## config.mk

```make
export PLATFORM = sky130hd
export DESIGN_NAME = maxpool_layer_1
export DESIGN_NICKNAME = d
export VERILOG_FILES = /design/src/rtl/maxpool_layer_1_pkg.sv /design/src/rtl/maxpool_layer_1_pool_row_buffer.sv /design/src/rtl/maxpool_layer_1.sv
export SDC_FILE = /design/constraint.sdc
export NUM_CORES = 1
export LEC_CHECK = 0
export ABC_CLOCK_PERIOD_IN_PS = 4800
export BUFFER_PORTS_ARGS = -buffer_cell sky130_fd_sc_hd__buf_2
export CORE_UTILIZATION = 55
export CTS_CLUSTER_DIAMETER = 120
export DETAILED_ROUTE_END_ITERATION = 6
export HOLD_SLACK_MARGIN = 0.06
export PLACE_DENSITY = 0.73
export SKIP_LAST_GASP = 1
export SLEW_MARGIN = 20
export SYNTH_ARGS = -nofsm -noshare
export SYNTH_HDL_FRONTEND = slang
export SYNTH_SLANG_ARGS = --single-unit
```

## constraint.sdc

```tcl
create_clock -name clk -period 4.8 [get_ports clk]
set_input_delay 0.24 -clock clk [delete_from_list [all_inputs] [get_ports clk]]
set_output_delay 0.24 -clock clk [all_outputs]
set_load 0.05 [all_outputs]
```

## src/rtl/maxpool_layer_1_pkg.sv

```systemverilog
// Shared CNN layer package: default layer geometry, sample width and the
// common control FSM encoding used by every layer block.
package maxpool_layer_1_pkg;

    localparam int CNN_DATA_WIDTH  = 16;
    localparam int CNN_CHANNELS    = 2;
    localparam int CNN_IN_IMG_SIZE = 24;

    typedef enum logic [1:0] {
        LAYER_IDLE = 2'd0,
        LAYER_RUN  = 2'd1,
        LAYER_DONE = 2'd2
    } layer_state_t;

endpackage

```

## src/rtl/maxpool_layer_1_pool_row_buffer.sv

```systemverilog
// Row buffer holding one row of horizontal pair maxima from the even input
// row, consumed by the following odd row. Synchronous write, combinational read.
module pool_row_buffer #(
    parameter int DEPTH      = 12,
    parameter int DATA_WIDTH = 16,
    parameter int ADDR_W     = 4
) (
    input  logic                         clk,
    input  logic                         wr_en,
    input  logic [ADDR_W-1:0]            wr_addr,
    input  logic signed [DATA_WIDTH-1:0] wr_data,
    input  logic [ADDR_W-1:0]            rd_addr,
    output logic signed [DATA_WIDTH-1:0] rd_data
);

    logic signed [DATA_WIDTH-1:0] mem [0:DEPTH-1];

    // Storage write; contents are always written before being read, so no reset
    always_ff @(posedge clk) begin
        if (wr_en) begin
            mem[wr_addr] <= wr_data;
        end
    end

    assign rd_data = mem[rd_addr];

endmodule

```

## src/rtl/maxpool_layer_1.sv

```systemverilog
// 2x2 / stride-2 max pooling over a channel-major raster stream. Horizontal
// pairs are reduced on the fly, even-row results parked in a row buffer, and
// each odd-row pair completes one pooled output one cycle later.
module maxpool_layer_1
    import maxpool_layer_1_pkg::*;
#(
    parameter int CHANNELS    = CNN_CHANNELS,
    parameter int IN_IMG_SIZE = CNN_IN_IMG_SIZE,
    parameter int DATA_WIDTH  = CNN_DATA_WIDTH
) (
    input  logic                         clk,
    input  logic                         reset,
    input  logic                         start_pool1,
    input  logic                         data_valid,
    input  logic signed [DATA_WIDTH-1:0] map_in,
    output logic signed [DATA_WIDTH-1:0] pool_out,
    output logic                         result_valid,
    output logic                         finish_pool1
);

    localparam int OUT_IMG_SIZE = IN_IMG_SIZE / 2;
    localparam int COL_W        = $clog2(IN_IMG_SIZE);
    localparam int ADDR_W       = COL_W - 1;
    localparam int CH_W         = (CHANNELS > 1) ? $clog2(CHANNELS) : 1;

    localparam logic [COL_W-1:0] POS_LAST = COL_W'(IN_IMG_SIZE - 1);
    localparam logic [CH_W-1:0]  CH_LAST  = CH_W'(CHANNELS - 1);

    function automatic logic signed [DATA_WIDTH-1:0] smax(
        input logic signed [DATA_WIDTH-1:0] a,
        input logic signed [DATA_WIDTH-1:0] b
    );
        return (a > b) ? a : b;
    endfunction

    layer_state_t                 state;
    logic [COL_W-1:0]             col;
    logic [COL_W-1:0]             row;
    logic [CH_W-1:0]              ch;
    logic signed [DATA_WIDTH-1:0] pair_p0;
    logic signed [DATA_WIDTH-1:0] hmax;
    logic signed [DATA_WIDTH-1:0] row_rd;
    logic                         accept;
    logic                         last_sample;
    logic                         row_wr;

    assign accept      = (state == LAYER_RUN) && data_valid;
    assign last_sample = (col == POS_LAST) && (row == POS_LAST) && (ch == CH_LAST);
    assign hmax        = smax(pair_p0, map_in);
    assign row_wr      = accept && col[0] && !row[0];

    pool_row_buffer #(
        .DEPTH      (OUT_IMG_SIZE),
        .DATA_WIDTH (DATA_WIDTH),
        .ADDR_W     (ADDR_W)
    ) u_row_buf (
        .clk     (clk),
        .wr_en   (row_wr),
        .wr_addr (col[COL_W-1:1]),
        .wr_data (hmax),
        .rd_addr (col[COL_W-1:1]),
        .rd_data (row_rd)
    );

    // Even column: park the left sample of the horizontal pair
    always_ff @(posedge clk) begin
        if (accept && !col[0]) begin
            pair_p0 <= map_in;
        end
    end

    // Control FSM, position counters and the registered pooled output
    always_ff @(posedge clk) begin
        if (reset) begin
            state        <= LAYER_IDLE;
            col          <= '0;
            row          <= '0;
            ch           <= '0;
            pool_out     <= '0;
            result_valid <= 1'b0;
            finish_pool1 <= 1'b0;
        end else begin
            result_valid <= 1'b0;
            finish_pool1 <= 1'b0;
            case (state)
                LAYER_IDLE: begin
                    if (start_pool1) begin
                        state <= LAYER_RUN;
                        col   <= '0;
                        row   <= '0;
                        ch    <= '0;
                    end
                end
                LAYER_RUN: begin
                    if (accept) begin
                        if (col[0] && row[0]) begin
                            pool_out     <= smax(hmax, row_rd);
                            result_valid <= 1'b1;
                        end
                        if (col == POS_LAST) begin
                            col <= '0;
                            if (row == POS_LAST) begin
                                row <= '0;
                                ch  <= (ch == CH_LAST) ? '0 : ch + 1'b1;
                            end else begin
                                row <= row + 1'b1;
                            end
                        end else begin
                            col <= col + 1'b1;
                        end
                        if (last_sample) begin
                            state        <= LAYER_DONE;
                            finish_pool1 <= 1'b1;
                        end
                    end
                end
                LAYER_DONE: begin
                    state <= LAYER_IDLE;
                end
                default: begin
                    state <= LAYER_IDLE;
                end
            endcase
        end
    end

endmodule

```

# After elaboration in Yosys (flattened, before gate mapping)
# Memories as Yosys holds them, arrays and structs flattened. A register that Yosys moved wholly into a read port is not among the register bits.
# Cells that the tools add are included.
# totals
regBits	47
ram_bits	192
in_bits	20
out_inout_bits	18
word_cells	67
n_memories	1
# memory_table
memory	depth	word_bits	rd	rd_ports_with_merged_regs	wr	line	rtl
u_row_buf.mem	12	16	1	1	1	maxpool_layer_1_pool_row_buffer.sv:16	logic signed [DATA_WIDTH-1:0] mem [0:DEPTH-1];
# op_classes
n_addsub	3
magnitude_cmp	2
n_eq_ne	8
n_mux	26
bitwise_logic	2
n_reduce_logical	17
# op_table
operator	count
$gt A16 B16 Y1	2
$mux W16	2
$mux W5	6
$pmux W5 S2	2
$add A5 B1 Y5 const B	2
$eq A5 B5 Y1 const B	2
$mux W1	9
$reduce_and A3 Y1	3
$mux W4	2
$logic_and A1 B1 Y1	7
$mux W2	3
$ne A2 B2 Y1 const B	3
$reduce_and A5 Y1	1
$ne A2 B1 Y1 const B	2
$pmux W2 S2	1
$reduce_and A4 Y1	1
$reduce_or A3 Y1	1
$eq A2 B1 Y1 const B	1
$logic_not A1 Y1	2
$logic_not A2 Y1	1
$not A1 Y1	2
$pmux W1 S2	1
$reduce_bool A2 Y1	1
$add A1 B1 Y1 const B	1

# Logic depth before layout (Yosys ltp)
# Gate-level depths: netlist of run 1.
# logic_depth
depth_word	6
ltp_mapped	20
mapped_depth_nobuf	15

# Hierarchy
# A second synthesis of run 1 with hierarchy kept.
# unflattened
hier_cells	635
hier_area_um2	10109.7
# by_module_without_submodules
mod	n_inst	cells_per_inst	area_per_inst_um2	seq_area_each_um2
pool_row_buffer	1	326	7289.5	5765.5
maxpool_layer_1	1	309	2820.2	1101.1

# Worst setup path after synthesis of run 1
# Ideal clock, no wire load.
# synth_timing
kind	register to register
start	register pair_p0[15]
end	register pool_out[11]
setup_time_ns	0.073
arrival_time_ns	4.335
required_time_ns	4.727
slack_ns	0.392
path_stages_with_launch	18
path_buffers	4
period_less_slack_ns	4.408
cell_sequence	edfxtp_1 > ha_1 > buf_2 > nand4_1 > nor4_1 > a21boi_1 > buf_2 > mux2_2 > mux2i_1 > inv_1 > ha_1 > nand4_1 > a2111oi_2 > nor4_2 > or4b_1 > buf_2 > buf_6 > o211ai_2
# synth_between
elab_chain_cells	4
# synth_lines
element	line	rtl
from (decl)	maxpool_layer_1.sv:40	logic signed [DATA_WIDTH-1:0] pair_p0;
from (signal assigned)	maxpool_layer_1.sv:68	pair_p0 <= map_in;
$gt A16 B16 Y1	maxpool_layer_1.sv:33	return (a > b) ? a : b;
$mux W16	maxpool_layer_1.sv:33	
via hmax[13]	maxpool_layer_1.sv:41	logic signed [DATA_WIDTH-1:0] hmax;
$gt A16 B16 Y1	maxpool_layer_1.sv:33	
$mux W16	maxpool_layer_1.sv:33	
to (signal assigned)	maxpool_layer_1.sv:97	pool_out <= smax(hmax, row_rd);
to (decl)	maxpool_layer_1.sv:16	output logic signed [DATA_WIDTH-1:0] pool_out,
# The timed path passes the listed nets, and every way through them passes these cells.
# A chain may end at the register's enable or synchronous reset.

# Worst setup path in the final report of run 1
# layout_timing
start	register pair_p0[14]
end	register pool_out[1]
# Same word-level chain as after synthesis.

==> impl_metrics.ini, run 1 <==
[worst_setup_path]
cp-end-kind = register
crit_family = simple AND/OR/NAND/NOR gates
path_buf_inv = 3
r2r-start = pair_p0[14]$_DFFE_PP_
slowest_delay_ns = 0.66
cp_max_fo = 17
r2r_end = pool_out[1]$_SDFFE_PP0P_
path_cells = ha_1 > nand4_1 > nor4_2 > a21boi_0 > or3_1 > buf_12 > mux2i_2 > inv_1 > ha_1 > nand4_1 > buf_4 > a2111oi_4 > nor4_4 > or4b_4 > o211ai_1
path_class = register to register
r2r_slack_ns = 0.19
worstPathRequired_ns = 5.24
reg2reg_depth = 15
cp-start-kind = register
crit_arrival_ns = 5.04
worst_path_max_delay_cell = or4b_4

[route]
drtPass1Iterations = 5
vias_per_cell = 5.94
finalWirelength_um = 22900
ant_nets = 0
drc = 0
drt_iter0_markers = 450
wire_per_inst_um = 21.4
vias = 6343

[clocking]
clock_latency_ns = 0.53
cts_buffers = 25
clk_pin_slew_ns = 0.06
htree_levels = 1
cts_sinks = 243
clock_path_buffers = 3
cts_root_buffer = clkbuf_16
cts_tree = done
cts_setup_buffers = 0

[floorplan]
rows = 50
fp.dieArea_um2 = 20000
initial_core_util = 0.566
die_w_um = 141
die_height_um = 141
io_pins = 38
core_area_um2 = 18900

[synth]
yosysTopAreaCell = edfxtp_1
ys_warn_count = 0
async_flop_share = 0
synth_compound_area_frac = 0.0702
synthFlopType = edfxtp_1
avgSynthCellArea_um2 = 15.4
synth-xor-area-share = 0.00164
synth_edf_count = 208
muxShareOfSynthArea = 0.150
synth_fa_ha_area_frac = 0.0398
seq_area_frac_synth = 0.649
netlist.area_leader.share = 0.584
syn-instance-count = 696
ys_top_cells_by_area = edfxtp_1 58%, mux4_2 10%, dfxtp_1 6.5%
synth-simple-area-share = 0.0594
synth_top_family_by_area = multiplexers
post_synth_num_cell_types = 52
syn-num-nets = 750
ys_seq_elements = 243
syn-cell-area_um2 = 10700

[sta]
finalHoldViolations = 0
worst_clock_skew_ns = 0.0229
post-route-min-period_ns = 4.61
tightestPinTransition_ns = 0.991
period_share = 0.960
max_freq_mhz = 217
fin_hold_ws_ns = 0.0999
max_slew_margin = 0.340
slew_viol_final = 0
setup_viol = 0

[placed_design]
gp_congestion = 0.842
numPortBuffers = 37
placedInstanceArea_um2 = 11500
dp_hpwl_um = 14300
placedCellCount = 1006

[power_and_ir_drop]
power_density_nw_per_um2 = 370
ir_drop_mv = 0.298
p_leak_uw = 0.00439
power.total_uw = 4620

[global_route]
grt_max_degree = 33
grt_usage = 0.234
grt_pass1_vias = 6387
grt_pass1_wl_um = 35400
overflow = 0
antenna_found_initial = 0

[finish]
design_area_um2 = 12500
synthToLayoutAreaGrowth_pct = 16.8
antenna_cells = 0
layout-drive-gt1-share = 0.254
finish.net_count = 845
fin_cells = 1068

[hold_path]
min_from = reset
hold_depth = 2
min_to = ch$_SDFFE_PP0P_
hold_path.class = input port to register

[flow_run]
maxCapViolCount = 0

[run_status]
run_status = finished clean
==> Yosys cell counts, types with 2 or more instances <==
library cell,count
nand4_1,8
o311ai_0,16
nand3b_1,2
nor4_1,2
edfxtp_1,208
nand2_1,48
nand3_1,7
nand2b_1,5
buf_1,4
o211ai_1,8
buf_2,9
a21oi_1,35
ha_1,34
o21ai_0,23
a221o_1,2
a21o_1,3
a21boi_0,2
mux4_2,48
nor2b_1,3
o211ai_2,10
dfxtp_1,35
clkbuf_1,17
nor3_1,9
nor2_1,34
mux2i_1,34
inv_1,48
mux2_2,16
or3_1,2
==> kinds of logic (layout without fill, tap and decap cells) <==
| family | Yosys count | after routing |
|---|---|---|
| muxes | 98 | 98 |
| AOI/OAI and AO/OA | 108 | 108 |
| DFF | 243 | 243 |
| buffers and inverters | 80 | 192 |
| and+or+nand+nor | 131 | 131 |
| xor gates and xnor gates | 2 | 2 |
| adders and majority gates | 34 | 34 |
==> worst register-to-register path: stages (launching register included) <==
cell and delay (ns):
edfxtp_1 0.43, ha_1 0.35, nand4_1 0.18, nor4_2 0.37, a21boi_0 0.22, or3_1 0.18
buf_12 0.18, mux2i_2 0.33, inv_1 0.14, ha_1 0.30, nand4_1 0.19, buf_4 0.21
a2111oi_4 0.42, nor4_4 0.17, or4b_4 0.66, o211ai_1 0.21
==> repair_timing <==
item                                    4_1_cts  5_1_grt
pin swaps                                     0        1
hold buffers                                 18        0
resized for setup                             3        2
endpoints found under the setup margin       16       16
hold endpoints to repair                     19        0
==> worst max path at each step <==
stage                                from                         to  slack (ns)  depth (start not counted)
floorplan           pair_p0[15]$_DFFE_PP_  pool_out[11]$_SDFFE_PP0P_        0.39                         17
global route        pair_p0[15]$_DFFE_PP_  pool_out[15]$_SDFFE_PP0P_      -0.003                         15
global placement                map_in[7]   pool_out[0]$_SDFFE_PP0P_       -0.08                         17
finish              pair_p0[14]$_DFFE_PP_   pool_out[1]$_SDFFE_PP0P_        0.19                         15
CTS                 pair_p0[11]$_DFFE_PP_   pool_out[1]$_SDFFE_PP0P_        0.11                         15
detailed placement  pair_p0[15]$_DFFE_PP_  pool_out[15]$_SDFFE_PP0P_       -0.29                         15
==> power by group <==
group          switching, uW  internal (uW)
Clock                    771           1110
Combinational            228            150
Sequential              11.4           2350
Total                   1010           3610
==> registers in the layout, indices dropped and copies added, names as in the netlist, named ones only <==
signal / count
ch: 1
finish_pool1: 1
pair_p0: 16
pool_out: 16
u_row_buf.mem: 192
row: 5
state: 2
result_valid: 1
col: 5
==> stage by stage <==
| step | utilization | setup TNS (ns) | setup WS, ns |
|---|---|---|---|
| floorplan | - | 0 | 0.392 |
| global placement | 0.608 | -0.890 | -0.0762 |
| detailed placement | 0.608 | -4.04 | -0.288 |
| CTS | 0.661 | 0 | 0.113 |
| global route | 0.661 | -0.00489 | -0.00270 |
| finish | 0.661 | 0 | 0.194 |
==> cells in the final DEF (no fill, tap or decap), types with 33 or more instances in the layout <==
cell      synthesis  final
edfxtp_1        208    208
inv_1            48     48
mux4_2           48     48
nand2_1          48     48
buf_4             1     40
buf_2             9     37
a21oi_1          35     35
nor2_1           34     34
ha_1             34     34
dfxtp_1          35     34
mux2i_1          34     33
==> layout make-up <==
| type | instances | area (um2) |
|---|---|---|
| well taps | 260 | 325 |
| inverters | 48 | 180 |
| multi-input cells | 373 | 3490 |
| repair buffers | 100 | 766 |
| flip-flops and latches | 243 | 6950 |
| clock buffers | 29 | 641 |
| clock inverters | 15 | 146 |
| fillers | 1291 | 6400 |
==> routing by layer <==
layer | up-vias | part of all wire | global-route usage
met5 | - | 0 | 0
met4 | 0 | 0.014 | 0.0441
met2 | 231 | 0.50 | 0.411
met1 | 3184 | 0.42 | 0.313
met3 | 26 | 0.059 | 0.0361
li1 | 2902 | - | -
Power figures use the tool's default switching activity.
==> inputs of run 2 (changes only) <==
Settings changed: RECOVER_POWER from default to 25.
==> impl_metrics.ini, run 2 (synthesized netlist as in run 1, its figures left out) <==
[power_and_ir_drop]
power_density_nw_per_um2 = 372
pwr-share-seq = 0.512
switching_share = 0.219
p_leak_uw = 0.00425
clkPwrFrac = 0.407
cellInternalPower_uw = 3610
pwr-share-comb = 0.081
p_switching_uw = 1010
ir_drop_mv = 0.297

[floorplan]
initial_core_util = 0.566
rows = 50
io_pins = 38
core_area_um2 = 18900
fp.dieArea_um2 = 20000
die_height_um = 141
die_w_um = 141

[clocking]
htree_levels = 1
cts_buffers = 25
cts_root_buffer = clkbuf_16
cts_sinks = 243
cts_tree = done
cts_setup_buffers = 0
clk_pin_slew_ns = 0.06
clock_path_buffers = 3
clock_latency_ns = 0.53

[flow_run]
maxCapViolCount = 1

[global_route]
overflow = 0
grt_usage = 0.234
grt_pass1_vias = 6387
antenna_found_initial = 0
grt_max_degree = 33
grt_pass1_wl_um = 35400

[finish]
layout_common_cells = 208 x edfxtp_1, 48 x inv_1, 48 x mux4_2, 48 x nand2_1, 38 x clkbuf_1
synthToLayoutAreaGrowth_pct = 16.1
mostFrequentLayoutCell = edfxtp_1
finish.net_count = 845
multi_input_area_um2 = 3470
ff_latch_area_um2 = 6950
top_register = u_row_buf.mem
layout-drive-gt1-share = 0.207
antenna_cells = 0
fillers = 1318
largest_reg_flops = 192
top_regs = u_row_buf.mem x192, pair_p0 x16, pool_out x16
design_area_um2 = 12400

[route]
drtPass1Iterations = 5
ant_nets = 0
vias_per_cell = 5.95
vias = 6354
finalWirelength_um = 23000
drc = 0
wire_per_inst_um = 21.5
drt_iter0_markers = 469

[run_status]
run_status = complete, but fails checks
violations = capacitance limit, slew limit

[sta]
period_share = 0.958
finalHoldViolations = 0
tightestPinTransition_ns = 1.61
max_slew_margin = -0.0772
finalSetupTns_ns = 0
slew_viol_final = 19
max_freq_mhz = 217
setup_viol = 0
post-route-min-period_ns = 4.60
worst_clock_skew_ns = 0.0218

[worst_setup_path]
path_cells = ha_1 > nand4_1 > nor4_2 > a21boi_0 > or3_1 > buf_12 > mux2i_1 > inv_1 > ha_1 > nand4_1 > buf_4 > a2111oi_4 > nor4_4 > or4b_4 > o211ai_1
cp-start-kind = register
cp-end-kind = register
crit_family = simple AND/OR/NAND/NOR gates
path_class = register to register
cp_max_fo = 17
path_buf_inv = 3
worst_path_max_delay_cell = or4b_4
slowest_delay_ns = 0.65
crit_arrival_ns = 5.04
worstPathRequired_ns = 5.24

[placed_design]
placedInstanceArea_um2 = 11500
numPortBuffers = 37
dp_hpwl_um = 14300
gp_congestion = 0.842

[hold_path]
hold_path.class = input port to register
## run 2: changes by cell type in the layout (fill, tap and decap cells not counted), sizes merged
cell,delta
buf,-34
clkbuf,+34
## run 2: final timing paths
| check | startpoint | endpoint | slack (ns) | cells after the start |
|---|---|---|---|---|
| worst max-delay path | pair_p0[14]$_DFFE_PP_ | pool_out[1]$_SDFFE_PP0P_ | 0.20 | 15 |
| worst min-delay path | reset | ch$_SDFFE_PP0P_ | 0.09 | 2 |
| worst max register to register | pair_p0[14]$_DFFE_PP_ | pool_out[1]$_SDFFE_PP0P_ | 0.20 | 15 |
| worst min register to register | row[3]$_SDFFE_PP0P_ | row[3]$_SDFFE_PP0P_ | 0.48 | 2 |
## run 2: cell type report
type / instances / area share
clock buffers: 29 / 0.0516
clock inverters: 15 / 0.0118
inverters: 48 / 0.0145
multi-input cells: 373 / 0.279
flip-flops and latches: 243 / 0.560
well taps: 260 / 0.0262
repair buffers: 100 / 0.0570
## run 2: through the flow
step                      instances  hold WS (ns)  setup WS (ns)  utilization  total power [uW]
after detailed placement       1006         0.451         -0.288        0.608              2760
after global routing           1068        0.0938       -0.00270        0.657              4760
final                          1068        0.0896          0.201        0.657              4620
after global placement         1006         0.448        -0.0762        0.608              2740
after CTS                      1068        0.0811          0.113        0.661              4650
after floorplan                 696         0.339          0.392            -              2630
## run 2: what timing repair did
| item | 4_1_cts | 5_1_grt |
|---|---|---|
| endpoints found under the setup margin | 16 | 16 |
| pin swaps | 0 | 1 |
| hold endpoints to repair | 19 | 0 |
| resized for setup | 3 | 2 |
| hold buffers | 18 | 0 |
## run 2: worst reg2reg max path, stage by stage (launching register included)
cell       delay (ns)
edfxtp_1         0.43
ha_1             0.35
nand4_1          0.18
nor4_2           0.37
a21boi_0         0.22
or3_1            0.18
buf_12           0.18
mux2i_1          0.33
inv_1            0.11
ha_1             0.32
nand4_1          0.19
buf_4            0.21
a2111oi_4        0.41
nor4_4           0.17
or4b_4           0.66
o211ai_1         0.21
## run 2: power by group through the flow
| stage | Combinational (uW) | Sequential (uW) | Clock, uW |
|---|---|---|---|
| CTS | 373 | 2360 | 1910 |
| detailed placement | 354 | 2410 | 0 |
| global placement | 334 | 2410 | 0 |
| global route | 409 | 2370 | 1980 |
| finish | 375 | 2360 | 1880 |
| floorplan | 219 | 2410 | 0 |
## run 2: per-layer routing
metal	track usage	wire, um	up-vias
li1	-	-	2907
met3	0.0361	1280	23
met4	0.0441	286	0
met1	0.313	9820	3211
met2	0.411	11600	213
met5	0	0	-
==> inputs of run 3 (changes only) <==
Settings changed: ABC_CLOCK_PERIOD_IN_PS 4800 to 4750, CORE_UTILIZATION 55 to 35, PLACE_DENSITY 0.73 to 0.51.
Clock period 4.8 ns to 4.75 ns, I/O delays scaled along.
==> impl_metrics.ini, run 3 (synthesized netlist as in run 1, its figures left out) <==
[run_status]
run_status = complete, but fails checks
violations = capacitance limit, slew limit

[global_route]
antenna_found_initial = 0
grt_usage = 0.155
grt_max_degree = 33
overflow = 0
grtUsageMet3 = 0.0241
grt.busiest_layer = met2
grt_pass1_vias = 6310
use_met2 = 0.261
grt_pass1_wl_um = 36700
grt_use_met1 = 0.208

[sta]
max_slew_margin = -0.172
max_freq_mhz = 223
tightestPinTransition_ns = 1.75
finalHoldViolations = 0
period_share = 0.946
post-route-min-period_ns = 4.49
setup_ws_ns = 0.257
worst_clock_skew_ns = 0.00992
finalSetupTns_ns = 0
rsz0062_at_grt = no
slew_viol_final = 19
setup_viol = 0

[finish]
synthToLayoutAreaGrowth_pct = 18.4
antenna_cells = 0
finish.net_count = 852
largest_reg_flops = 192
top_register = u_row_buf.mem
mostFrequentLayoutCell = edfxtp_1
top_regs = u_row_buf.mem x192, pair_p0 x16, pool_out x16
layout_common_cells = 208 x edfxtp_1, 48 x inv_1, 48 x mux4_2, 48 x nand2_1, 40 x clkbuf_1
fillers = 2698
layout-drive-gt1-share = 0.219

[floorplan]
fp.dieArea_um2 = 31300
initial_core_util = 0.358
io_pins = 38
die_w_um = 177
core_area_um2 = 29900
die_height_um = 177
rows = 63

[clocking]
clock_latency_ns = 0.52
clk_pin_slew_ns = 0.06
cts_sinks = 243
htree_levels = 1
clock_path_buffers = 3
cts_root_buffer = clkbuf_16
cts_tree = done
cts_buffers = 27

[power_and_ir_drop]
power_density_nw_per_um2 = 367
p_switching_uw = 1030
cellInternalPower_uw = 3630
ir_drop_mv = 0.245
pwr-share-comb = 0.086
power.total_uw = 4650
switching_share = 0.221
p_leak_uw = 0.00427
pwr-share-seq = 0.513
clkPwrFrac = 0.401

[route]
wire_per_inst_um = 19.7
vias_per_cell = 5.18
vias = 6241
drtPass1Iterations = 5
drt_iter0_markers = 318
finalWirelength_um = 23700
drc = 0
ant_nets = 0

[worst_setup_path]
startpoint = map_in[9]
cp-start-kind = input port
r2r-start = pair_p0[14]$_DFFE_PP_
crit_arrival_ns = 4.93
worstPathRequired_ns = 5.19
cp-end-kind = register
path_class = input port to register
cp_max_fo = 16

[placed_design]
dp_slack_ns = -0.0543
numPortBuffers = 37
dp_hpwl_um = 15000
gp_congestion = 0.808

[hold_path]
hold_path.class = input port to register
min_from = map_in[7]

[flow_run]
maxCapViolCount = 1
-- run 3: cell types whose count changed in the layout (fill, tap and decap cells not counted), sizes merged --
cell,delta
buf,+3
bufinv,-2
clkbuf,+4
clkinv,+1
dlygate4sd3,+1
inv,-1
-- run 3: per-stage QoR --
stage	cell area, um2	util	hold WS (ns)	cells
after global routing	12700	0.424	0.471	1204
final	12700	0.424	0.472	1204
after CTS	12700	0.424	0.439	1200
after floorplan	10700	-	0.336	696
after detailed placement	11700	0.390	0.447	1136
after global placement	11700	0.390	0.444	1136
-- run 3: worst max-delay path: stages --
cell and delay [ns]:
dlygate4sd3_1 0.53, clkbuf_1 0.16, inv_1 0.08, ha_1 0.31, nand4_1 0.20, nor2_1 0.08
a221o_1 0.28, or3_1 0.39, buf_12 0.19, mux2i_2 0.24, inv_1 0.09, ha_1 0.32
nand4_1 0.12, buf_4 0.18, a2111oi_4 0.46, nor4_4 0.12, or4b_1 0.53, buf_4 0.22
o211ai_1 0.18
-- run 3: final cells by class --
type	instances	area, um2	share of cell area
timing repair buffer	105	747	0.0590
multi-input combinational	373	3520	0.278
clock buffer	32	694	0.0548
clock inverter	13	90.1	0.00711
inverter	48	180	0.0142
sequential	243	6950	0.549
tap	390	488	0.0385
-- run 3: repair_timing --
| item | in CTS | in global routing |
|---|---|---|
| endpoints found under the hold margin | 22 | 0 |
| setup buffers | 0 | 4 |
| gates resized for setup | 2 | 12 |
| setup endpoints to repair | 16 | 16 |
| pin swaps | 0 | 3 |
| hold buffers | 19 | 0 |
-- run 3: final timing paths --
path / slack (ns) / endpoint / cells after the start
setup / recovery: 0.26 / pool_out[3]$_SDFFE_PP0P_ / 19
hold / removal: 0.47 / pair_p0[7]$_DFFE_PP_ / 2
setup reg to reg: 0.28 / pool_out[3]$_SDFFE_PP0P_ / 16
hold reg to reg: 0.48 / row[1]$_SDFFE_PP0P_ / 2
-- run 3: power groups by stage --
stage | sequential, uW | combinational [uW] | clock [uW]
floorplan | 2430 | 221 | 0
global placement | 2430 | 348 | 0
global route | 2390 | 443 | 2000
detailed placement | 2430 | 363 | 0
CTS | 2390 | 381 | 1920
finish | 2390 | 399 | 1870
-- run 3: metal layers --
layer,vias up,part of all wire
met3,41,0.043
met1,3147,0.45
met2,134,0.49
met5,-,0
met4,0,0.021
li1,2919,-
